--- src/rtl/pc_pkg.sv ---
`default_nettype none
// ============================================================================
// Module      : pc_pkg
// Description : Shared definitions for the program-counter sequencer:
//               state encodings and the default fetch address width.
// Revision    : 1.0 - initial release
// ============================================================================
package pc_pkg;

  // Default fetch address width
  localparam int unsigned PC_ADDR_W = 9;

  // Sequencer state encoding
  typedef logic [1:0] pc_state_t;

  localparam pc_state_t PC_BOOT = 2'd0;
  localparam pc_state_t PC_RUN  = 2'd1;
  localparam pc_state_t PC_HALT = 2'd2;

endpackage
`default_nettype wire

--- src/rtl/pc_redirect_buf.sv ---
`default_nettype none
// ============================================================================
// Module      : pc_redirect_buf
// Description : One-entry pending-redirect register. A load overwrites any
//               entry already held (latest target wins); clear empties it.
// Revision    : 1.0 - initial release
// ============================================================================
module pc_redirect_buf
  import pc_pkg::*;
#(
  parameter int unsigned ADDR_W = PC_ADDR_W
) (
  input  logic              clk,
  input  logic              rst,
  input  logic              load,
  input  logic [ADDR_W-1:0] load_addr,
  input  logic              clear,
  output logic              valid,
  output logic [ADDR_W-1:0] addr
);

  logic              r_valid;
  logic [ADDR_W-1:0] r_addr;

  // Entry register; load has priority over clear so a redirect arriving in
  // the same cycle as a clear is never lost
  always_ff @(posedge clk) begin
    if (rst) begin
      r_valid <= 1'b0;
      r_addr  <= '0;
    end else if (load) begin
      r_valid <= 1'b1;
      r_addr  <= load_addr;
    end else if (clear) begin
      r_valid <= 1'b0;
    end
  end

  assign valid = r_valid;
  assign addr  = r_addr;

endmodule
`default_nettype wire

--- src/rtl/pc_seq_unit.sv ---
`default_nettype none
// ============================================================================
// Module      : pc_seq_unit
// Description : Fetch-side program-counter sequencer with stall hold,
//               branch/jump redirect (one-entry pending buffer during
//               stalls) and a programmable end address that either halts
//               the sequencer or wraps it back to RESET_ADDR.
// Revision    : 1.0 - initial release
// ============================================================================
module pc_seq_unit
  import pc_pkg::*;
#(
  parameter int unsigned ADDR_W     = PC_ADDR_W,
  parameter int unsigned RESET_ADDR = 0,
  parameter int unsigned INCR       = 1,
  parameter int unsigned END_ADDR   = 14,
  parameter int unsigned WRAP_EN    = 0
) (
  input  logic              clk,
  input  logic              rst,
  input  logic              stall_en,
  input  logic              redir_valid,
  input  logic [ADDR_W-1:0] redir_addr,
  input  logic              resume,
  output logic [ADDR_W-1:0] pc_addr,
  output logic              pc_valid,
  output logic              halted
);

  localparam logic [ADDR_W-1:0] c_reset_addr = RESET_ADDR[ADDR_W-1:0];
  localparam logic [ADDR_W:0]   c_end_ext    = {1'b0, END_ADDR[ADDR_W-1:0]};
  localparam logic [ADDR_W:0]   c_incr_ext   = INCR[ADDR_W:0];

  // Elaboration-time sanity check of the address parameters
  if ((RESET_ADDR >= (2 ** ADDR_W)) || (END_ADDR >= (2 ** ADDR_W)) ||
      (END_ADDR < RESET_ADDR)) begin : g_param_check
    $error("pc_seq_unit: RESET_ADDR/END_ADDR must fit ADDR_W and END_ADDR >= RESET_ADDR");
  end

  pc_state_t         r_state;
  pc_state_t         w_state_nxt;
  logic [ADDR_W-1:0] r_pc;
  logic [ADDR_W-1:0] w_pc_nxt;
  logic              r_valid;
  logic              w_valid_nxt;
  logic              r_halted;
  logic              w_halted_nxt;

  logic              w_buf_load;
  logic              w_buf_clear;
  logic              w_buf_valid;
  logic [ADDR_W-1:0] w_buf_addr;

  logic [ADDR_W:0]   w_seq_ext;
  logic [ADDR_W:0]   w_redir_ext;
  logic              w_redir_oor;
  logic [ADDR_W:0]   w_target_ext;

  pc_redirect_buf #(
    .ADDR_W (ADDR_W)
  ) u_redirect_buf (
    .clk       (clk),
    .rst       (rst),
    .load      (w_buf_load),
    .load_addr (redir_addr),
    .clear     (w_buf_clear),
    .valid     (w_buf_valid),
    .addr      (w_buf_addr)
  );

  // Targets are evaluated one bit wider so a carry out of ADDR_W shows up
  // as a value above END_ADDR (whose extra bit is always zero)
  assign w_seq_ext   = {1'b0, r_pc} + c_incr_ext;
  assign w_redir_ext = {1'b0, redir_addr};
  assign w_redir_oor = (w_redir_ext > c_end_ext);

  // State, PC and status registers
  always_ff @(posedge clk) begin
    if (rst) begin
      r_state  <= PC_BOOT;
      r_pc     <= c_reset_addr;
      r_valid  <= 1'b0;
      r_halted <= 1'b0;
    end else begin
      r_state  <= w_state_nxt;
      r_pc     <= w_pc_nxt;
      r_valid  <= w_valid_nxt;
      r_halted <= w_halted_nxt;
    end
  end

  // Next-state, next-PC selection and pending-buffer control
  always_comb begin
    w_state_nxt  = r_state;
    w_pc_nxt     = r_pc;
    w_valid_nxt  = r_valid;
    w_halted_nxt = r_halted;
    w_buf_load   = 1'b0;
    w_buf_clear  = 1'b1;
    w_target_ext = w_seq_ext;

    case (r_state)
      PC_BOOT: begin
        w_state_nxt  = PC_RUN;
        w_pc_nxt     = c_reset_addr;
        w_valid_nxt  = 1'b1;
        w_halted_nxt = 1'b0;
      end

      PC_RUN: begin
        if (stall_en) begin
          // Hold the PC; a redirect seen now is parked until the stall drops
          w_buf_clear = 1'b0;
          w_buf_load  = redir_valid;
        end else begin
          if (redir_valid) begin
            w_target_ext = w_redir_ext;
          end else if (w_buf_valid) begin
            w_target_ext = {1'b0, w_buf_addr};
          end

          if (w_target_ext > c_end_ext) begin
            if (WRAP_EN != 0) begin
              w_pc_nxt = c_reset_addr;
            end else begin
              // PC keeps the last legal address while halted
              w_state_nxt  = PC_HALT;
              w_valid_nxt  = 1'b0;
              w_halted_nxt = 1'b1;
            end
          end else begin
            w_pc_nxt = w_target_ext[ADDR_W-1:0];
          end
        end
      end

      PC_HALT: begin
        if (redir_valid && !w_redir_oor) begin
          w_state_nxt  = PC_RUN;
          w_pc_nxt     = redir_addr;
          w_valid_nxt  = 1'b1;
          w_halted_nxt = 1'b0;
        end else if (resume) begin
          w_state_nxt  = PC_RUN;
          w_pc_nxt     = c_reset_addr;
          w_valid_nxt  = 1'b1;
          w_halted_nxt = 1'b0;
        end
      end

      default: begin
        w_state_nxt  = PC_BOOT;
        w_pc_nxt     = c_reset_addr;
        w_valid_nxt  = 1'b0;
        w_halted_nxt = 1'b0;
      end
    endcase
  end

  assign pc_addr  = r_pc;
  assign pc_valid = r_valid;
  assign halted   = r_halted;

endmodule
`default_nettype wire

--- config.mk ---
export PLATFORM = sky130hd
export DESIGN_NAME = pc_seq_unit
export DESIGN_NICKNAME = d
export VERILOG_FILES = /design/src/rtl/pc_pkg.sv /design/src/rtl/pc_redirect_buf.sv /design/src/rtl/pc_seq_unit.sv
export SDC_FILE = /design/constraint.sdc
export NUM_CORES = 1
export LEC_CHECK = 0
export BUFFER_PORTS_ARGS = -buffer_cell sky130_fd_sc_hd__buf_4
export CORE_MARGIN = 5
export CORE_UTILIZATION = 32
export DETAILED_ROUTE_END_ITERATION = 10
export GPL_TIMING_DRIVEN = 0
export PLACE_DENSITY = 0.49
export SETUP_SLACK_MARGIN = 0.15
export SYNTH_ARGS = -nofsm -noshare
export SYNTH_HDL_FRONTEND = slang
export SYNTH_HIERARCHICAL = 1
export SYNTH_SLANG_ARGS = --single-unit
export TNS_END_PERCENT = 30
--- constraint.sdc ---
create_clock -name clk -period 5.65 [get_ports clk]
set_input_delay 0.8475 -clock clk [delete_from_list [all_inputs] [get_ports clk]]
set_output_delay 0.8475 -clock clk [all_outputs]
set_load 0.03 [all_outputs]
=== Yosys cells after proc, flatten, opt, wreduce, memory -nomap -nowiden ===
Cells that the tools add are included.

* $add $sub $neg: 1
* Order comparisons: 2
* Eq/ne operators: 6
* Mux-type cells: 30
* Reductions and logical operators: 6

{| class="wikitable"
|+ Operators by type and width
! cell !! number
|-
| $mux W10 || 4
|-
| $mux W9 || 4
|-
| $pmux W9 S2 || 1
|-
| $mux W1 || 14
|-
| $add A9 B1 Y10 const B || 1
|-
| $gt A10 B4 Y1 const B || 1
|-
| $gt A9 B4 Y1 const B || 1
|-
| $mux W2 || 4
|-
| $ne A2 B2 Y1 const B || 3
|-
| $pmux W2 S3 || 1
|-
| $reduce_and A3 Y1 || 2
|-
| $ne A3 B3 Y1 const B || 1
|-
| $pmux W1 S3 || 1
|-
| $eq A2 B1 Y1 const B || 1
|-
| $eq A2 B2 Y1 const B || 1
|-
| $logic_not A2 Y1 || 1
|-
| $pmux W1 S2 || 1
|-
| $reduce_bool A2 Y1 || 1
|-
| $logic_and A1 B1 Y1 || 1
|-
| $logic_not A1 Y1 || 1
|}

* Bits in registers: 23
* Input port bits: 14
* Output and inout port bits: 11

=== Longest topological paths before layout ===
* Word-level depth: 9
* Mapped depth: 9
* Gate-level depth less buffers: 8

=== By module ===
The synthesis kept the hierarchy.

{| class="wikitable"
|+ By module, submodules not included
! module !! times used !! cells an instance !! area each (µm²) !! seq. area each (µm²)
|-
| pc_seq_unit || 1 || 121 || 991.0 || 240.2
|-
| pc_redirect_buf || 1 || 33 || 355.3 || 200.2
|}

=== Least setup slack after synthesis ===
OpenSTA, ideal clock, no wires.

* Path kind: input port to flip-flop
* From: input port redir_valid
* To: register r_valid (netlist: pc_valid)
* Arrival time: 2.381 ns
* Required time: 5.555 ns
* Slack: 3.173 ns
* Stages: 8
* Path through: buf_6 > nand2b_1 > o21ai_0 > nor3_1 > nor4_4 > nor3_4 > or4_1 > o311ai_1

* Longest elaborated chain between the ends: 6
* Elaborated cells on any way between the ends: 10
* Those cells by class: order compare (1); eq/ne (2); mux (5); reduce/logical (2)

{| class="wikitable"
|+ Ends and longest elaborated chain
! what !! line !! text
|-
| from (decl) || pc_seq_unit.sv:22 || <nowiki>input logic redir_valid,</nowiki>
|-
| $mux W10 || pc_seq_unit.sv:116 || <nowiki>if (redir_valid) begin</nowiki>
|-
| $mux W10 || pc_seq_unit.sv:111 || <nowiki>if (stall_en) begin</nowiki>
|-
| $mux W10 || pc_seq_unit.sv:102 || <nowiki>case (r_state)</nowiki>
|-
| $gt A10 B4 Y1 || pc_seq_unit.sv:122 || <nowiki>if (w_target_ext > c_end_ext) begin</nowiki>
|-
| $ne A2 B2 Y1 (no source line) || -- ||
|-
| $reduce_and A3 Y1 (no source line) || -- ||
|-
| to (signal assigned) || pc_seq_unit.sv:87 || <nowiki>r_valid <= w_valid_nxt;</nowiki>
|-
| to (decl) || pc_seq_unit.sv:44 || <nowiki>logic r_valid;</nowiki>
|}

Parallel ways exist; a longest one is shown, timed or not. The select of a mux whose other input is x is not followed.
A chain may end at the register's enable or synchronous reset.

=== Worst setup path after layout ===
* From: input port redir_addr[5]
* To: register r_pc[0] (netlist: pc_addr[0])

* Longest elaborated chain between the ends: 6
* Elaborated cells on any way between the ends: 12
* Those cells by class: order compare (2); eq/ne (2); mux (5); reduce/logical (3)

{| class="wikitable"
|+ Ends and longest elaborated chain
! what !! line !! text
|-
| from (decl) || pc_seq_unit.sv:23 || <nowiki>input logic [ADDR_W-1:0] redir_addr,</nowiki>
|-
| $mux W10 || pc_seq_unit.sv:116 ||
|-
| $mux W10 || pc_seq_unit.sv:111 ||
|-
| $mux W10 || pc_seq_unit.sv:102 ||
|-
| $gt A10 B4 Y1 || pc_seq_unit.sv:122 ||
|-
| $ne A2 B2 Y1 (no source line) || -- ||
|-
| $reduce_and A3 Y1 (no source line) || -- ||
|-
| to (signal assigned) || pc_seq_unit.sv:81 || <nowiki>r_pc <= c_reset_addr;</nowiki>
|-
| to (signal assigned) || pc_seq_unit.sv:86 || <nowiki>r_pc <= w_pc_nxt;</nowiki>
|-
| to (decl) || pc_seq_unit.sv:42 || <nowiki>logic [ADDR_W-1:0] r_pc;</nowiki>
|}

Parallel ways exist; a longest one is shown, timed or not. The select of a mux whose other input is x is not followed.

==> impl_metrics.tcl <==
set metrics [dict create \
    crit_start "redir_addr[5]" \
    dpl.hpwl_mm 2.612 \
    die_area_mm2 0.005604 \
    critPathCapture "pc_addr[0]" \
    r2r_slack_ns 3.21 \
    ioPinCount 25 \
    synth_seq_cells 22 \
    tritoncts "built" \
    synth_edf_count 0 \
    r2r_cells 9 \
    worst_setup_path_end_kind "flop" \
    vdd_ir_drop_max_uv 278.3 \
    core.rowCount 23 \
    wl_per_cell_um 14.35 \
    grt_pass1_wl_mm 5.499 \
    grtUsageTotal_pct 12.67 \
    hold_violations 0 \
    rr_endpoint "pc_addr[0]" \
    synth-main-ff-cell "dfxtp_1" \
    clk_root_buffer_cell "clkbuf_8" \
    area_delta_synth_final_pct 21.56 \
    synth.avg_cell_area_um2 8.742 \
    drv_cap 0 \
    synth_cell_types 43 \
    grt_setup_unrepaired "no" \
    crit_fanout 9 \
    ctsHoldBuffers 0 \
    clk_latency_ns 0.26 \
    cp.arrival_ns 2.81 \
    fin_crit_sh_pct 47.58 \
    finalMaxSlewViolations 0 \
    post_cts_buffers 0 \
    setup_ws_ns 2.962 \
    critPathRequiredTime_ns 5.78 \
    p_leak_nw 0.5843 \
    start_util_pct 33.42 \
    dp_cells 227 \
    drive_gt1_share_pct 26.52 \
    cts_htree_levels 1 \
    clock.fmax_mhz 372.0 \
    synth_nets 173 \
    cts_num_sinks 22 \
    via_count 1204 \
    clkSlewWorstSetupHoldPaths_ns 0.08 \
    die_y_um 74.86 \
    hold_class "reg -> reg" \
    p_per_area_mw_per_mm2 354.9 \
    drc 0 \
    synth_seq_area_share_pct 32.71 \
    core_area_mm2 0.004029 \
    first_iter_violations 63 \
    numPortBuffers 23 \
    relSlewSlack_pct 53.90 \
    async_flop_share_pct 0 \
    stdcell_count 231 \
    first_pass_iters 4 \
    worst_pin_slew_ns 0.6842 \
    grt_max_degree 13 \
    pre_cts_slack_ns 2.679 \
    antenna_found_initial 0 \
    grt_pass1_vias 1172 \
    antennaDiodeCount 0 \
    status "finished clean" \
    cts_inserted_buffers 3 \
    grt_overflow_total 0 \
    totalNegativeSetupSlack_ns 0 \
    die_w_um 74.86 \
    yosys_warnings 6 \
    synth_area_mm2 0.001346 \
    wl_mm 3.315 \
    fin_skew_ns 0.001611 \
    cts_resized 0 \
    post_synth_inst_count 154 \
    gp_congestion 0.7637 \
    rr_startpoint "pc_addr[0]" \
    mostFrequentLayoutCells "23 x nor2_1, 23 x buf_4, 22 x dfxtp_1" \
    crit_path_start_kind "input port" \
    setup_viol 0 \
    worstSetupPathType "in -> reg" \
    via_per_inst 5.212 \
    postRouteAntennaNets 0 \
    fin_crit_ns 2.688 \
    cts_buffer_depth 2 \
    final_nets 201 \
]
cell type report:
class                      instances  area [um2]
sequential                        22       440.4
buffer                             6       47.55
fill                             431        2392
tap                               50       62.56
clock buffer                       4       55.05
inverter                           7       26.28
timing repair buffer              23       172.7
multi-input combinational        119       832.0
where the power goes:
group / switching (W) / leakage (nW) / internal, W
clock: 0.0000513 / 0.0288 / 0.0000621
sequential: 0.0000300 / 0.179 / 0.000180
combinational: 0.000153 / 0.377 / 0.000104
total: 0.000234 / 0.584 / 0.000346
kinds of logic (layout without fill, tap and decap cells):
logic type,count (synthesis),in the layout,synth area share (%)
buf+inv,13,40,5.482
mux,10,10,7.435
xor+xnor,3,3,1.952
fa+ha+maj,5,5,4.647
flops,22,22,32.71
simple gates,65,65,27.97
compound gates,36,36,19.80
stage by stage:
stage	power (W)	cell area, um2	utilization (%)	hold slack (ns)
CTS	0.0005858	1637	40.62	0.4808
global placement	0.0004648	1582	39.25	0.4586
finish	0.0005807	1637	40.62	0.4781
detailed placement	0.0004702	1582	39.25	0.4665
floorplan	0.0003960	1346	-	0.4463
global route	0.0006234	1637	40.62	0.5403
critical path, stage by stage:
cell      delay [ns]
buf_4           0.11
nor4_1          0.40
nand2_1         0.09
nor3_1          0.21
o21ai_0         0.31
a21oi_1         0.41
and2_1          0.20
buf_6           0.15
a211oi_2        0.07
metal layers:
metal / wire length (um) / vias up / GRT usage, %
li1: - / 612 / -
met1: 1629 / 568 / 16.94
met2: 1509 / 22 / 20.41
met3: 149 / 2 / 3.738
met4: 27 / 0 / 2.372
met5: 0 / - / 0
flip-flops by register name, summed over array words and instances (netlist names):
| name | cells |
|---|---|
| pc_addr | 9 |
| pc_valid | 1 |
| r_state | 2 |
| u_redirect_buf/addr | 9 |
| u_redirect_buf/valid | 1 |
synthesized netlist by cell type (2+ instances only):
cell type	number	area, um2
nor4_1	3	18.77
dfxtp_1	22	440.4
mux2i_1	10	100.1
nand2_1	9	33.78
ha_1	5	62.56
nor3b_2	4	50.05
nand4_1	2	12.51
nand3_1	2	10.01
nor2_1	23	86.33
o21ai_0	5	25.02
inv_1	6	22.52
a211oi_2	4	50.05
o22ai_1	3	18.77
a21oi_1	13	65.06
buf_6	3	33.78
and2_1	2	12.51
and3_1	2	12.51
xnor2_1	3	26.28
nand2b_1	3	18.77
nor3_1	7	35.03
worst min path at each step:
stage	startpoint	endpoint	depth (start not counted)
finish	u_redirect_buf/valid	u_redirect_buf/valid	2
global route	u_redirect_buf/valid	u_redirect_buf/valid	2
CTS	u_redirect_buf/valid	u_redirect_buf/valid	2
detailed placement	u_redirect_buf/valid	u_redirect_buf/valid	2
global placement	u_redirect_buf/valid	u_redirect_buf/valid	2
floorplan	u_redirect_buf/valid	u_redirect_buf/valid	2
Power figures use the tool's default switching activity.
